--- config.mk ---
export PLATFORM = sky130hd
export DESIGN_NAME = codec_config_sequencer
export DESIGN_NICKNAME = d
export VERILOG_FILES = /design/src/rtl/audio_cfg_pkg.sv /design/src/rtl/codec_init_rom.sv /design/src/rtl/codec_config_sequencer.sv
export SDC_FILE = /design/constraint.sdc
export NUM_CORES = 1
export LEC_CHECK = 0
export ABC_AREA = 1
export BUFFER_PORTS_ARGS = -buffer_cell sky130_fd_sc_hd__buf_2
export CORE_ASPECT_RATIO = 1.1
export CORE_MARGIN = 5
export CORE_UTILIZATION = 50
export CTS_BUF_LIST = sky130_fd_sc_hd__clkbuf_8
export CTS_CLUSTER_SIZE = 24
export DETAILED_ROUTE_END_ITERATION = 6
export PLACE_DENSITY_LB_ADDON = 0.05
export SLEW_MARGIN = 20
export SYNTH_ARGS = -nofsm -noshare
export SYNTH_HDL_FRONTEND = slang
export SYNTH_HIERARCHICAL = 1
export SYNTH_SLANG_ARGS = --single-unit
--- constraint.sdc ---
create_clock -name clk -period 2.98 [get_ports clk]
set_input_delay 0.596 -clock clk [delete_from_list [all_inputs] [get_ports clk]]
set_output_delay 0.596 -clock clk [all_outputs]
set_load 0.1 [all_outputs]
--- src/rtl/audio_cfg_pkg.sv ---
// Shared FSM state type, WM8731 register map and the default codec init table.
// Pure declarations; no timing of its own.
package audio_cfg_pkg;

    typedef enum logic [2:0] {
        ST_IDLE,
        ST_SELECT,
        ST_ISSUE,
        ST_WAIT_BUSY,
        ST_WAIT_DONE,
        ST_CHECK,
        ST_GAP,
        ST_HALT
    } cfg_state_t;

    typedef struct packed {
        logic [6:0] addr;
        logic [8:0] val;
    } reg_wr_t;

    localparam logic [6:0] WM_LEFT_LINE_IN  = 7'h00;
    localparam logic [6:0] WM_RIGHT_LINE_IN = 7'h01;
    localparam logic [6:0] WM_LEFT_HP_OUT   = 7'h02;
    localparam logic [6:0] WM_RIGHT_HP_OUT  = 7'h03;
    localparam logic [6:0] WM_ANALOG_PATH   = 7'h04;
    localparam logic [6:0] WM_DIGITAL_PATH  = 7'h05;
    localparam logic [6:0] WM_POWER_DOWN    = 7'h06;
    localparam logic [6:0] WM_DIGITAL_IF    = 7'h07;
    localparam logic [6:0] WM_SAMPLE_RATE   = 7'h08;
    localparam logic [6:0] WM_ACTIVE        = 7'h09;
    localparam logic [6:0] WM_RESET         = 7'h0F;

    localparam int DEFAULT_NUM_REGS = 10;
    localparam int GAP_CYCLES       = 16;

    // Reset first so the codec starts from a known state; ACTIVE last so the
    // interface only starts clocking once everything else is programmed.
    function automatic reg_wr_t default_init_entry(input logic [3:0] index);
        reg_wr_t e;
        case (index)
            4'd0:    e = '{addr: WM_RESET,         val: 9'h000};
            4'd1:    e = '{addr: WM_LEFT_LINE_IN,  val: 9'h017};
            4'd2:    e = '{addr: WM_RIGHT_LINE_IN, val: 9'h017};
            4'd3:    e = '{addr: WM_LEFT_HP_OUT,   val: 9'h079};
            4'd4:    e = '{addr: WM_RIGHT_HP_OUT,  val: 9'h079};
            4'd5:    e = '{addr: WM_ANALOG_PATH,   val: 9'h012};
            4'd6:    e = '{addr: WM_DIGITAL_PATH,  val: 9'h000};
            4'd7:    e = '{addr: WM_POWER_DOWN,    val: 9'h000};
            4'd8:    e = '{addr: WM_DIGITAL_IF,    val: 9'h042};
            4'd9:    e = '{addr: WM_ACTIVE,        val: 9'h001};
            default: e = '{addr: 7'h00,            val: 9'h000};
        endcase
        return e;
    endfunction

endpackage

--- src/rtl/codec_init_rom.sv ---
// Init-table lookup: 4-bit index to {reg[6:0], val[8:0]}.
// Purely combinational, no handshake.
module codec_init_rom
    import audio_cfg_pkg::*;
(
    input  logic [3:0]  index,
    output logic [15:0] entry
);

    reg_wr_t row;

    always_comb begin
        row   = default_init_entry(index);
        entry = row;
    end

endmodule

--- src/rtl/codec_config_sequencer.sv ---
// Walks the codec init table over an I2C controller, then serves runtime writes.
// One write in flight at a time; wr_req is held off until init completes and ignored in HALT.
module codec_config_sequencer
    import audio_cfg_pkg::*;
#(
    parameter logic [7:0] DEV_ADDR       = 8'h34,
    parameter int         NUM_REGS       = DEFAULT_NUM_REGS,
    parameter int         MAX_RETRIES    = 3,
    parameter int         TIMEOUT_CYCLES = 4096
) (
    input  logic        clk,
    input  logic        reset,
    output logic        i2c_start,
    output logic [23:0] i2c_data,
    input  logic        i2c_done,
    input  logic        i2c_ack,
    input  logic        reconfig,
    input  logic        wr_req,
    input  logic [6:0]  wr_addr,
    input  logic [8:0]  wr_data,
    output logic        wr_ack,
    output logic        cfg_done,
    output logic        cfg_error,
    output logic [3:0]  err_index
);

    localparam int AW = $clog2(MAX_RETRIES + 2);
    localparam int TW = $clog2(TIMEOUT_CYCLES + 1);

    cfg_state_t     state;
    cfg_state_t     state_nxt;

    logic           init_pend;
    logic           recfg_pend;
    logic           cur_init;
    logic           xfer_ok;
    logic [3:0]     idx;
    logic [AW-1:0]  attempts;
    logic [TW-1:0]  tmo;
    logic [3:0]     gap_cnt;

    logic           restart_now;
    logic           retry_hold;
    logic           retry_left;
    logic           sel_init;
    logic           sel_rt;
    logic           timed_out;
    logic           last_entry;
    logic [3:0]     sel_idx;
    logic [15:0]    rom_entry;

    codec_init_rom u_rom (
        .index (sel_idx),
        .entry (rom_entry)
    );

    // A latched reconfig is only honoured where no transfer is outstanding.
    assign restart_now = (reconfig || recfg_pend) &&
                         (state == ST_IDLE || state == ST_HALT || state == ST_SELECT);
    assign retry_hold  = (attempts != '0) && !restart_now;
    assign retry_left  = attempts < AW'(MAX_RETRIES);
    assign sel_init    = init_pend || restart_now;
    assign sel_rt      = !sel_init && wr_req && cfg_done;
    assign sel_idx     = restart_now ? 4'd0 : idx;
    assign timed_out   = tmo >= TW'(TIMEOUT_CYCLES - 1);
    assign last_entry  = idx == 4'(NUM_REGS - 1);

    always_ff @(posedge clk) begin
        if (reset) begin
            state <= ST_IDLE;
        end else begin
            state <= state_nxt;
        end
    end

    always_comb begin
        state_nxt = state;
        case (state)
            ST_IDLE: begin
                if (restart_now || init_pend || (wr_req && cfg_done)) begin
                    state_nxt = ST_SELECT;
                end
            end
            ST_SELECT: begin
                state_nxt = (retry_hold || sel_init || sel_rt) ? ST_ISSUE : ST_IDLE;
            end
            ST_ISSUE: begin
                state_nxt = ST_WAIT_BUSY;
            end
            ST_WAIT_BUSY: begin
                if (!i2c_done) begin
                    state_nxt = ST_WAIT_DONE;
                end else if (timed_out) begin
                    state_nxt = ST_CHECK;
                end
            end
            ST_WAIT_DONE: begin
                if (i2c_done || timed_out) begin
                    state_nxt = ST_CHECK;
                end
            end
            ST_CHECK: begin
                state_nxt = (xfer_ok || retry_left) ? ST_GAP : ST_HALT;
            end
            ST_GAP: begin
                if (gap_cnt == 4'(GAP_CYCLES - 1)) begin
                    state_nxt = ST_SELECT;
                end
            end
            ST_HALT: begin
                if (restart_now) begin
                    state_nxt = ST_SELECT;
                end
            end
            default: state_nxt = ST_IDLE;
        endcase
    end

    always_comb begin
        i2c_start = (state == ST_ISSUE);
    end

    always_ff @(posedge clk) begin
        if (reset) begin
            init_pend  <= 1'b1;
            recfg_pend <= 1'b0;
            cur_init   <= 1'b0;
            xfer_ok    <= 1'b0;
            idx        <= '0;
            attempts   <= '0;
            tmo        <= '0;
            gap_cnt    <= '0;
            i2c_data   <= '0;
            wr_ack     <= 1'b0;
            cfg_done   <= 1'b0;
            cfg_error  <= 1'b0;
            err_index  <= '0;
        end else begin
            wr_ack <= 1'b0;

            if (reconfig && !restart_now) begin
                recfg_pend <= 1'b1;
            end

            if (restart_now) begin
                init_pend  <= 1'b1;
                recfg_pend <= 1'b0;
                idx        <= '0;
                attempts   <= '0;
                cfg_done   <= 1'b0;
                cfg_error  <= 1'b0;
                err_index  <= '0;
            end

            case (state)
                ST_SELECT: begin
                    // A retry reissues the word already held in i2c_data.
                    if (!retry_hold) begin
                        if (sel_init) begin
                            i2c_data <= {DEV_ADDR, rom_entry};
                            cur_init <= 1'b1;
                        end else if (sel_rt) begin
                            i2c_data <= {DEV_ADDR, wr_addr, wr_data};
                            cur_init <= 1'b0;
                        end
                    end
                end
                ST_ISSUE: begin
                    tmo <= TW'(1);
                end
                ST_WAIT_BUSY: begin
                    tmo     <= tmo + TW'(1);
                    xfer_ok <= 1'b0;
                end
                ST_WAIT_DONE: begin
                    tmo     <= tmo + TW'(1);
                    xfer_ok <= i2c_done && i2c_ack;
                end
                ST_CHECK: begin
                    gap_cnt <= '0;
                    if (xfer_ok) begin
                        attempts <= '0;
                        if (!cur_init) begin
                            wr_ack <= 1'b1;
                        end else if (last_entry) begin
                            init_pend <= 1'b0;
                            cfg_done  <= 1'b1;
                        end else begin
                            idx <= idx + 4'd1;
                        end
                    end else if (retry_left) begin
                        attempts <= attempts + AW'(1);
                    end else begin
                        attempts  <= '0;
                        cfg_error <= 1'b1;
                        err_index <= idx;
                        if (!cur_init) begin
                            wr_ack <= 1'b1;
                        end
                    end
                end
                ST_GAP: begin
                    gap_cnt <= gap_cnt + 4'd1;
                end
                default: ;
            endcase
        end
    end

endmodule

# Word level (Yosys, flattened, before mapping)
# Memory sizes are Yosys's and may differ from the RTL's.
# Index checks and enable logic that the tools add are counted.
# word_totals
output_inout_bits,32
mem_count,1
in_bits,22
rom_bits,176
wordCells,113
regBits,62
# classes
n_bitwise,2
order_cmp,2
reduce_logical,30
n_addsub,4
n_eq_ne,14
muxes,46
# mem_list
name,depth,width,read_ports,rd_ports_with_merged_regs,wr,line,text
(name not given),16,11,1,0,0,audio_cfg_pkg.sv:40,case (index)
# ops
operator,count
$mux 24,2
$mux 4,9
$mux 3,10
$pmux 13 s2,1
$pmux 3 s8,1
$mux 1,20
$add 13x1->13 const B,1
$ge 13x12->1 const B,1
$eq 3x3->1 const B,4
$reduce_bool 2->1,5
$logic_or 1x1->1,9
$add 4x1->4 const B,2
$eq 4x4->1 const B,2
$pmux 4 s2,1
$logic_and 1x1->1,7
$eq 3x2->1 const B,2
$ne 2x2->1 const B,3
$reduce_or 2->1,3
$reduce_and 5->1,1
$add 3x1->3 const B,1
$eq 3x1->1 const B,1
$logic_not 3->1,1
$lt 3x2->1 const B,1
$ne 3x3->1 const B,1
other kinds (7),9

# Depth between registers and ports, before layout
# Gate-level depths: netlist of run 1.
# depth
word_depth,11
mapped_depth,16
ltp_nobuf,15

# Cells and area by module
# Netlist of run 1, hierarchy kept.
# modules_own_cells
module,cells_per_inst,n_inst,area_per_inst_um2
codec_config_sequencer,426,1,2881.5
codec_init_rom,37,1,217.7

# Worst setup path after synthesis of run 1
# Ideal clock, no wire load.
# synth_path
kind,reg2reg
from,register state[1]
to,register tmo[10]
stages_incl_launch_ff,6
arrival_time_ns,2.435
setup_time_ns,0.118
path_buffers,0
period_less_slack_ns,2.553
path_slack_ns,0.427
path_cell_list,dfxtp_1 -> inv_2 -> nor3_2 -> inv_1 -> a22oi_1 -> nor2_1
# synth_via
word_cells_on_any_way,6
classes_between,3 x eq/ne; 1 x mux; 2 x reduce/logical
# synth_rtl
element,line,text
"start, declared",codec_config_sequencer.sv:30,cfg_state_t state;
"start signal, assigned",codec_config_sequencer.sv:72,state <= state_nxt;
$eq 3x2->1 (*),n/a,
named net i2c_start,codec_config_sequencer.sv:13,"output logic i2c_start,"
$pmux 13 s2 or $reduce_bool 2->1 (tied branches),n/a,
"end signal, assigned",codec_config_sequencer.sv:172,tmo <= tmo + TW'(1);
"end signal, assigned",codec_config_sequencer.sv:176,tmo <= tmo + TW'(1);
"end, declared",codec_config_sequencer.sv:39,logic [TW-1:0] tmo;
# The timed path passes the listed nets; every way through them passes the cells marked *.
# A chain may end at the register's enable or synchronous reset.

# Worst setup path in the final report of run 1
# layout_path
from,register state[1]
to,output i2c_start
# layout_via
elab_chain_len,1
# layout_rtl
element,line,text
$eq 3x2->1,codec_config_sequencer.sv:120,i2c_start = (state == ST_ISSUE);
"end, declared",codec_config_sequencer.sv:13,
# Every way passes these cells.

==> summary.md, run 1 <==
| Metric | Value |
|---|---|
| Status | `finished, final reports clean` |
| Final Util | `55.5%` |
| Largest net degree at the start of global routing | `35` |
| Setup violations, final | `0` |
| Drt drc | `0` |
| Netlist cell types | `33` |
| Number of flops mapped to enable cells by yosys | `0` |
| Reg-to-reg endpoint | `i2c_data[1]` |
| Post-Syn Area | `0.00310 mm²` |
| Reg2reg start | `state[0]` |
| Clock slew at reported path FFs | `0.09 ns` |
| R2R depth | `14` |
| Die area | `between 0.007 and 0.008 mm²` |
| Sw Share | `53.3%` |
| Largest area contributor in the netlist | `dfxtp_1` |
| Hold Vio Cnt, Final | `0` |
| Worst slack, placed | `0.586 ns` |
| Share of post-route cells with drive strength above 1 | `14.7%` |
| WP data required | `approximately 2.4 ns` |
| Hold WC Path Type | `reg2reg` |
| Area of the multi-input gates | `0.00163 mm²` |
| Via count | `2853` |
| Leakage power | `1.66 nW` |
| Final period utilization | `76.5%` |
| Seq/Total Area, Yosys | `35.5%` |
| Mapped Cells | `463` |
| Initial antenna violation count | `0` |
| Die width | `85.1 µm` |
| Worst hold start | `cur_init` |
| ANT cells | `0` |
| Vias in the first global route | `2690` |
| Area fraction of the dominant cell type after synthesis | `35.5%` |
| Clk root buf | `clkbuf_8` |
| Count leader, synth | `nand2_1` |
| Global placer's final weighted congestion | `0.871` |
| Layout Nets | `534` |
| Setup CP Type | `reg2out` |
| I/O pin count | `54` |
| Critical path's top delay family | `buffers and inverters` |
| Largest cells by area after synthesis | `dfxtp_1, nand2_1, nor2_1` |
| Core box area | `between 0.006 and 0.007 mm²` |
| Crit path depth | `3` |
| Crit start category | `register` |
| CP Cell Sequence | `inv_2, nor3_2, buf_2` |
| Clock share of power | `roughly 15%` |
| Area Overhead vs Synth | `9.65%` |
| Worst Path Max Fanout | `6` |
| Register area | `0.00110 mm²` |
| Overflow after GRT | `0` |
| Avg Inst Size Synth | `6.69 µm²` |
| Total CTS buffers | `5` |
| Sequential Power Share | `33.7%` |
| Crit-path max cell delay | `0.50 ns` |
| 1st-iter DRT viols | `143` |
| Most frequent cells after synthesis | `nand2_1, nor2_1, dfxtp_1` |
| Starting density of the core | `just over 50%` |
| Clk sink count | `55` |
| Vias/cell | `4.90` |
| Min cycle time layout | `2.28 ns` |
| Die Span Y | `92.6 µm` |
| Maximum vdd drop | `0.000426 V` |
| Worst Skew | `0.00313 ns` |
| DP HPWL | `around 4.9 mm` |
| Crit path to | `i2c_start` |
| Final wirelength | `6.66 mm` |
| Row cnt | `30` |
| RSZ-0062 raised after global routing | `false` |
| Drt wl/cell | `11.4 µm` |
| Clock latency at the later pin of the worst-skew pair | `roughly 0.30 ns` |
| Hold_buf cts | `0` |
| First-pass GRT wire length | `11.7 mm` |
| Top FF cell, synth | `dfxtp_1` |
| Worst setup margin | `0.699 ns` |
| Max Slew Vio Count | `0` |
| Port buffer count | `48` |
| Synthesis-stage register bit count | `55` |
| Max cap viols | `0` |
| Worst EP arrival | `1.68 ns` |
| Cell Int Power | `1.30 mW` |
| Worst setup EP type | `output port` |
| Count of TritonRoute iterations in the first routing pass | `4` |
| CTS resizes | `0` |
| Routed Antenna Nets | `0` |
| Worst Setup SP | `state[1]` |
| Sum of negative setup slack | `0 ns` |
| Syn. warnings | `6` |
| Hold_ws | `0.469 ns` |
| Power share of the combinational group | `51.4%` |
| Clock buffer depth | `2` |
| H-tree depth | `2` |
| TritonCTS clock tree | `done` |
| Sw power | `about 1.5 mW` |
| Worst path bufs/invs | `2` |
| Max Fclk | `438 MHz` |
| Post-CTS setup buffers | `0` |
| Crit-path slowest cell | `buf_2` |
| Fillers | `627` |
| Total track usage | `17.8%` |
| Fraction of registers with async set/reset | `0%` |
| Pwr/cell area | `821 mW/mm²` |
| Reg2reg setup slack | `0.71 ns` |
## worst register-to-register path, delay by kind of cell (launching register included)
| kind | cells | cell delay (ns) |
|---|---|---|
| flip-flops | 1 | 0.57 |
| adder cells (fa/ha/maj) | 1 | 0.32 |
| buffers and inverters | 2 | 0.20 |
| AND/OR/NAND/NOR | 11 | 1.09 |
## logic make-up after synthesis
| kind of cell | count (synthesis) | share of synthesized area [%] |
|---|---|---|
| flip-flops | 55 | 35.5 |
| adder cells (fa/ha/maj) | 10 | 4.04 |
| other | 2 | 0.242 |
| AND/OR/NAND/NOR | 246 | 35.2 |
| AO/OA/AOI/OAI | 64 | 11.6 |
| buffers and inverters | 84 | 12.9 |
| XOR/XNOR | 2 | 0.565 |
## per-layer routing
metal | vias up | wire length, µm | part of all wire [%] | track usage (%)
met4 | 0 | 87 | 1.3 | 5.01
li1 | 1542 | - | - | -
met5 | - | 0 | 0 | 0
met2 | 50 | 3280 | 49 | 31.7
met1 | 1254 | 3010 | 45 | 21.6
met3 | 7 | 282 | 4.2 | 3.47
## through the flow
step | std cells | total power, mW | area, µm²
floorplan | 471 | 2.24 | 3130
global placement | 575 | 2.39 | 3310
detailed placement | 575 | 2.40 | 3310
CTS | 582 | 2.81 | 3400
global route | 582 | 2.97 | 3400
finish | 582 | 2.79 | 3400
## worst min path at each step
stage                              to  slack, ns  cells after the start
after floorplan            gap_cnt[3]       0.43                      1
after global placement    attempts[2]       0.45                      2
after detailed placement     cur_init       0.46                      2
after CTS                    cur_init       0.47                      2
after global routing         cur_init       0.50                      2
final                        cur_init       0.47                      2
## state kept, by name, indices dropped and copies added (netlist names)
signal      flops
cfg_error       1
recfg_pend      1
xfer_ok         1
init_pend       1
attempts        3
idx             4
wr_ack          1
gap_cnt         4
cfg_done        1
state           3
err_index       4
tmo            13
i2c_data       17
cur_init        1
## cell type report
| cell class | count | share of cell area (%) |
|---|---|---|
| timing repair buffer | 52 | 7.95 |
| tap | 80 | 2.95 |
| multi-input combinational | 332 | 47.9 |
| inverter | 56 | 6.19 |
| sequential | 55 | 32.4 |
| clock buffer | 6 | 2.43 |
| clock inverter | 1 | 0.147 |
## layout by cell type, fill, tap and decap left out, types with 2 or more instances in the layout
cell / Yosys / routed
inv_2: 3 / 3
o21ai_0: 19 / 19
nor3_1: 6 / 6
ha_1: 10 / 10
conb_1: 2 / 10
nand3_4: 2 / 2
nor2_1: 60 / 60
a211oi_1: 9 / 9
nand3_2: 3 / 3
buf_2: 4 / 48
dfxtp_1: 55 / 55
nand2_4: 2 / 2
nand3b_1: 2 / 2
nand3_1: 37 / 37
nand4_1: 8 / 8
inv_1: 53 / 53
clkbuf_8: 0 / 6
buf_4: 15 / 4
xor2_1: 2 / 2
a221oi_1: 2 / 2
a21oi_1: 30 / 30
nand2_1: 120 / 120
## power by group through the flow
stage	Clock [mW]	Sequential (mW)	Combinational, mW
6_report	0.416	0.940	1.43
5_1_grt	0.462	0.959	1.55
4_1_cts	0.430	0.941	1.44
3_5_place_dp	0	0.958	1.44
3_3_place_gp	0	0.955	1.44
2_1_floorplan	0	1.49	0.749
(Power assumes the default switching activity.)
==> run 2: changes to the inputs <==
clock period = 1.9 ns   (was 2.98 ns; I/O delays follow)
==> run 2 against run 1 <==
Effect of this change:
- sequential share of layout area is 2.5 points lower
- combinational power rose by 82%
- global-route usage grew 0.75 points
- clock skew grew 0.0043 ns
- design area grew 9.1%
- via count is 4.1% higher
- first-iteration DRC count fell by 31%
- hold slack got worse by 0.12 ns
- highest routed layer unchanged
==> summary.md, run 2 (synthesized netlist as in run 1, its figures left out) <==
| Metric | Value |
|---|---|
| Status | `finished, final reports clean` |
| Max FFs per register | `17 (unchanged)` |
| Total CTS buffers | `5 (unchanged)` |
| Routed Antenna Nets | `0 (unchanged)` |
| Hold_buf cts | `0 (unchanged)` |
| Min cycle time layout | `1.80 ns` |
| Count of TritonRoute iterations in the first routing pass | `4 (unchanged)` |
| Die Span Y | `92.6 µm (unchanged)` |
| Vias/cell | `4.93 (+0.51%)` |
| Fillers | `593 (-5.4%)` |
| Most frequent cells in the layout | `nand2_1, nor2_1, dfxtp_1, inv_1, buf_2` |
| Hold WC Path Type | `in2reg` |
| ANT cells | `0 (unchanged)` |
| Via count | `2971 (+4.1%)` |
| Vias in the first global route | `2784 (+3.5%)` |
| First-pass GRT wire length | `12.4 mm (+5.4%)` |
| Share of post-route cells with drive strength above 1 | `21.6% (+6.9 points)` |
| Port buffer count | `48 (unchanged)` |
| Sw Share | `50.5% (-2.9 points)` |
| TritonCTS clock tree | `done` |
| Drt wl/cell | `12.1 µm (+5.6%)` |
| Sw power | `2.46 mW (+66%)` |
| Worst Path Max Fanout | `6 (unchanged)` |
| Clock slew at reported path FFs | `0.10 ns (about the same)` |
| Max Fclk | `between 500 and 600 MHz` |
| Hold Vio Cnt, Final | `0 (unchanged)` |
| H-tree depth | `2 (unchanged)` |
| Maximum vdd drop | `0.000803 V (+88%)` |
| Cell Count Post-Placement | `594 (+3.3%)` |
| Die width | `85.1 µm (unchanged)` |
| Max Slew Vio Count | `0 (unchanged)` |
| Sequential Power Share | `30.1% (-3.6 points)` |
| I/O pin count | `54 (unchanged)` |
| Cell Int Power | `2.42 mW (+86%)` |
| Sum of negative setup slack | `0 ns (unchanged)` |
| Power share of the combinational group | `53.3% (+1.9 points)` |
| Area Overhead vs Synth | `19.7%` |
| Clock buffer depth | `2 (unchanged)` |
| Hold depth | `3 (+1)` |
| Drt drc | `0 (unchanged)` |
| Worst setup EP type | `output port` |
| Setup CP Type | `reg2out` |
| Total track usage | `18.6% (+0.75 points)` |
| Die area | `0.00787 mm² (unchanged)` |
| Clk sink count | `55 (unchanged)` |
| Clock share of power | `16.6% (+1.7 points)` |
| Crit start category | `register` |
| Largest net degree at the start of global routing | `34 (-2.9%)` |
| Core box area | `0.00612 mm² (unchanged)` |
| Pwr/cell area | `1320 mW/mm² (+60%)` |
| Worst Skew | `0.00740 ns (+0.00427 ns)` |
| Setup violations, final | `0 (unchanged)` |
| Row cnt | `30 (unchanged)` |
| Top flop regs | `i2c_data x17, tmo x13` |
| WP data required | `1.52 ns (-0.86 ns)` |
| Global placer's final weighted congestion | `0.871 (about the same)` |
| Top reg by flops | `i2c_data` |
| Final Non-Filler Cells | `603 (+3.6%)` |
| Leakage power | `1.80 nW (+8.2%)` |
| Final wirelength | `7.29 mm (+9.4%)` |
| Worst EP arrival | `1.42 ns (-0.26 ns)` |
| Clk root buf | `clkbuf_8` |
| 1st-iter DRT viols | `99 (-31%)` |
| Max cap viols | `0 (unchanged)` |
| Layout Nets | `554 (+3.7%)` |
| Final period utilization | `94.6%` |
| Overflow after GRT | `0 (unchanged)` |
| DP HPWL | `5.32 mm (+9.6%)` |
| R2R depth | `15 (+1)` |
| Clock latency at the later pin of the worst-skew pair | `0.30 ns (about the same)` |
| Initial antenna violation count | `0 (unchanged)` |
| Commonest non-fill, non-tap cell in the layout | `nand2_1` |
| Starting density of the core | `50.7% (unchanged)` |
==> run 2: cell count changes in the layout (fill, tap and decap cells not counted), moves of 4 or more <==
cell,delta
buf_4,+18
nand3_1,-4
nand3_2,+4
nor2_1,-5
==> run 2: power groups by stage <==
stage	combinational, mW	sequential [mW]	clock [mW]
finish	2.60	1.47	0.813
detailed placement	2.58	1.49	0
global route	2.79	1.49	0.883
global placement	2.55	1.48	0
CTS	2.58	1.46	0.845
floorplan	1.22	2.34	0
==> run 2: layout make-up <==
cell class                 instances  area (µm²)  share of cell area [%]
tap                               80         100                    2.70
inverter                          56         215                    5.80
sequential                        55        1110                    29.9
multi-input combinational        332        1710                    46.0
clock inverter                     2        35.0                   0.945
clock buffer                       6        82.6                    2.23
timing repair buffer              72         460                    12.4
==> run 2: final timing paths <==
check / start / to / slack (ns)
hold / removal: i2c_ack / xfer_ok / 0.35
hold reg to reg: cfg_error / cfg_error / 0.47
setup / recovery: state[1] / i2c_start / 0.10
setup reg to reg: state[0] / i2c_data[4] / 0.15
==> run 2: per-layer routing <==
layer | vias up | GRT usage (%) | wire length (µm)
met4 | 0 | 4.49 | 91
met1 | 1335 | 23.8 | 3320
met3 | 8 | 3.02 | 269
met5 | - | 0 | 0
met2 | 49 | 32.4 | 3610
li1 | 1579 | - | -
==> run 2: repair_timing <==
item,CTS,global route
buffers inserted,0,1
endpoints found under the setup margin,0,15
resized for setup,0,17
==> run 2: critical path: stages, from the launching register on <==
cell and delay, ns:
dfxtp_4 0.41, inv_2 0.05, buf_4 0.15, nor3_4 0.29
buf_12 0.22
==> run 2: per-stage QoR <==
stage	cell area (µm²)	hold WS (ns)	worst slack [ns]	power [mW]	util [%]
after global routing	3710	0.344	-0.0302	5.17	60.6
after floorplan	3160	0.434	0.0283	3.56	-
after global placement	3520	0.449	0.0185	4.03	57.6
after detailed placement	3520	0.457	-0.0344	4.06	57.6
final	3710	0.354	0.103	4.88	60.6
after CTS	3640	0.331	0.0231	4.89	59.5
==> run 3: changes to the inputs <==
TNS_END_PERCENT = 20   (was default)
clock period = 1.7 ns   (was 1.9 ns; I/O delays follow)
==> run 3 against run 2 <==
Effect of this change:
- the flow now finishes with violations (setup timing)
- clock skew about the same
- first-iteration DRC count is 12% lower
- clock-buffer cell count shrank 1
- wire length is 0.48% higher
==> summary.md, run 3 (synthesized netlist as in run 1, its figures left out) <==
| Metric | Value |
|---|---|
| Area Overhead vs Synth | `25.4%` |
| Most frequent cells in the layout | `nand2_1, nor2_1, dfxtp_1, inv_1, buf_2` |
| Cell Area, Placed | `0.00359 mm² (+2.0%)` |
| Clock slew at reported path FFs | `0.09 ns (about the same)` |
| Design Area, Final | `0.00389 mm² (+4.8%)` |
| RSZ-0062 raised after global routing | `true` |
| Power share of the combinational group | `55.1% (+1.8 points)` |
| Max Slew Vio Count | `0 (unchanged)` |
| Hold WC Path Type | `in2reg` |
| Top flop regs | `i2c_data x17, tmo x13` |
| Vias in the first global route | `2908 (+4.5%)` |
| First-pass GRT wire length | `12.8 mm (+3.1%)` |
| Min cycle time layout | `approximately 1.7 ns` |
| Hold worst-path end | `xfer_ok` |
| Core box area | `0.00612 mm² (unchanged)` |
| Worst Path Max Fanout | `5 (-1)` |
| Drt drc | `0 (unchanged)` |
| R2R depth | `14 (-1)` |
| Sequential Power Share | `29.8% (-0.3 points)` |
| Reg2reg setup slack | `-0.02 ns (-0.17 ns)` |
| TritonCTS clock tree | `done` |
| Hold Vio Cnt, Final | `0 (unchanged)` |
| Sw power | `2.78 mW (+13%)` |
| Hold_buf cts | `0 (unchanged)` |
| Setup violations, final | `4 (+4)` |
| Drt wl/cell | `11.9 µm (-1.5%)` |
| Die Span Y | `92.6 µm (unchanged)` |
| I/O pin count | `54 (unchanged)` |
| Reg2reg start | `state[0]` |
| Setup CP Type | `reg2reg` |
| Worst setup margin | `-0.0241 ns (-0.127 ns)` |
| Clk root buf | `clkbuf_8` |
| DP HPWL | `5.23 mm (-1.8%)` |
| ANT cells | `0 (unchanged)` |
| Commonest non-fill, non-tap cell in the layout | `nand2_1` |
| Max FFs per register | `17 (unchanged)` |
| Maximum vdd drop | `0.000882 V (+9.8%)` |
| 1st-iter DRT viols | `87 (-12%)` |
| Final Non-Filler Cells | `615 (+2.0%)` |
| Largest net degree at the start of global routing | `28 (-18%)` |
| Sum of negative setup slack | `-0.0679 ns (-0.0679 ns)` |
| Final Util | `63.5% (+2.9 points)` |
| Total track usage | `19.6% (+1.0 points)` |
| Overflow after GRT | `0 (unchanged)` |
| Hold depth | `3 (unchanged)` |
| Port buffer count | `48 (unchanged)` |
| Max cap viols | `0 (unchanged)` |
| Total CTS buffers | `5 (unchanged)` |
| Count of TritonRoute iterations in the first routing pass | `4 (unchanged)` |
| Initial antenna violation count | `0 (unchanged)` |
| Worst slack, placed | `-0.188 ns (-0.154 ns)` |
| Cell Int Power | `2.75 mW (+14%)` |
| Worst Skew | `0.00782 ns (+0.000424 ns)` |
| Via count | `2970 (-0.034%)` |
| Top reg by flops | `i2c_data` |
| Max Fclk | `580 MHz` |
| Worst hold start | `i2c_ack` |
| Share of post-route cells with drive strength above 1 | `27.1% (+5.5 points)` |
| Pwr/cell area | `1420 mW/mm² (+8.1%)` |
| Starting density of the core | `50.7% (unchanged)` |
| Global placer's final weighted congestion | `0.918 (+5.4%)` |
| Die width | `85.1 µm (unchanged)` |
| Status | `finished, violations left` |
| Worst setup EP type | `register` |
| Vias/cell | `4.83 (-2.0%)` |
| Crit start category | `register` |
| Final period utilization | `101%` |
| WP data required | `1.91 ns (+0.39 ns)` |
| Layout Nets | `567 (+2.3%)` |
| Reg-to-reg endpoint | `i2c_data[6]` |
| Sw Share | `50.3% (-0.14 points)` |
| Final wirelength | `7.32 mm (+0.48%)` |
| Row cnt | `30 (unchanged)` |
| H-tree depth | `2 (unchanged)` |
| Cell Count Post-Placement | `603 (+1.5%)` |
| Routed Antenna Nets | `0 (unchanged)` |
| Clock latency at the later pin of the worst-skew pair | `0.31 ns (about the same)` |
| Die area | `0.00787 mm² (unchanged)` |
| Clock share of power | `15.1% (-1.5 points)` |
| Leakage power | `1.86 nW (+3.5%)` |
| Failing checks | `setup timing` |
| Clk sink count | `55 (unchanged)` |
| Clock buffer depth | `2 (unchanged)` |
| Worst EP arrival | `1.93 ns (+0.51 ns)` |
## run 3: final cells by class
cell class	count	area, µm²
clock buffer	5	68.8
clock inverter	2	33.8
fill	593	2230
inverter	56	223
multi-input combinational	332	1800
sequential	55	1110
tap	80	100
timing repair buffer	85	553
## run 3: how the worst max path moves through the flow
stage | slack [ns] | from | cells after the start | to
finish | -0.02 | state[0] | 14 | i2c_data[6]
global route | -0.16 | state[0] | 14 | i2c_data[5]
CTS | 0.004 | state[1] | 14 | i2c_data[5]
detailed placement | -0.19 | reconfig | 12 | i2c_data[0]
global placement | -0.17 | reconfig | 12 | i2c_data[0]
floorplan | -0.13 | state[2] | 16 | i2c_data[5]
## run 3: layer usage
layer	part of all wire, %	up-vias	GRT usage, %
met3	3.6	10	3.11
met1	43	1319	23.0
met5	0	-	0
met2	52	45	35.2
met4	1.4	0	7.65
li1	-	1596	-
## run 3: power groups by stage
stage               registers (mW)  clock network, mW  logic (mW)
floorplan                     2.63                  0        1.38
global route                  1.68              0.915        3.26
detailed placement            1.67                  0        2.88
global placement              1.66                  0        2.86
finish                        1.65              0.834        3.05
CTS                           1.64              0.869        2.95
## run 3: stage by stage
step                      total power [mW]  hold slack (ns)
after CTS                             5.46            0.282
after detailed placement              4.55            0.455
final                                 5.53            0.294
after global routing                  5.86            0.298
after global placement                4.52            0.450
after floorplan                       4.01            0.418
## run 3: timing repair
item	CTS	global route
gates resized for setup	17	28
setup buffers	3	2
endpoints found under the setup margin	20	25
pin swaps	9	17
## run 3: worst max-delay path, cell delays in order (launching register included)
cell	delay [ns]
dfxtp_4	0.40
nor2_4	0.05
nand2_2	0.09
nand3_4	0.08
nand2_4	0.11
inv_8	0.05
nor2_4	0.13
inv_4	0.07
ha_4	0.18
nand3_2	0.10
nand3_2	0.09
nand2_2	0.07
nand2_2	0.05
nor2_2	0.09
nor2_1	0.04
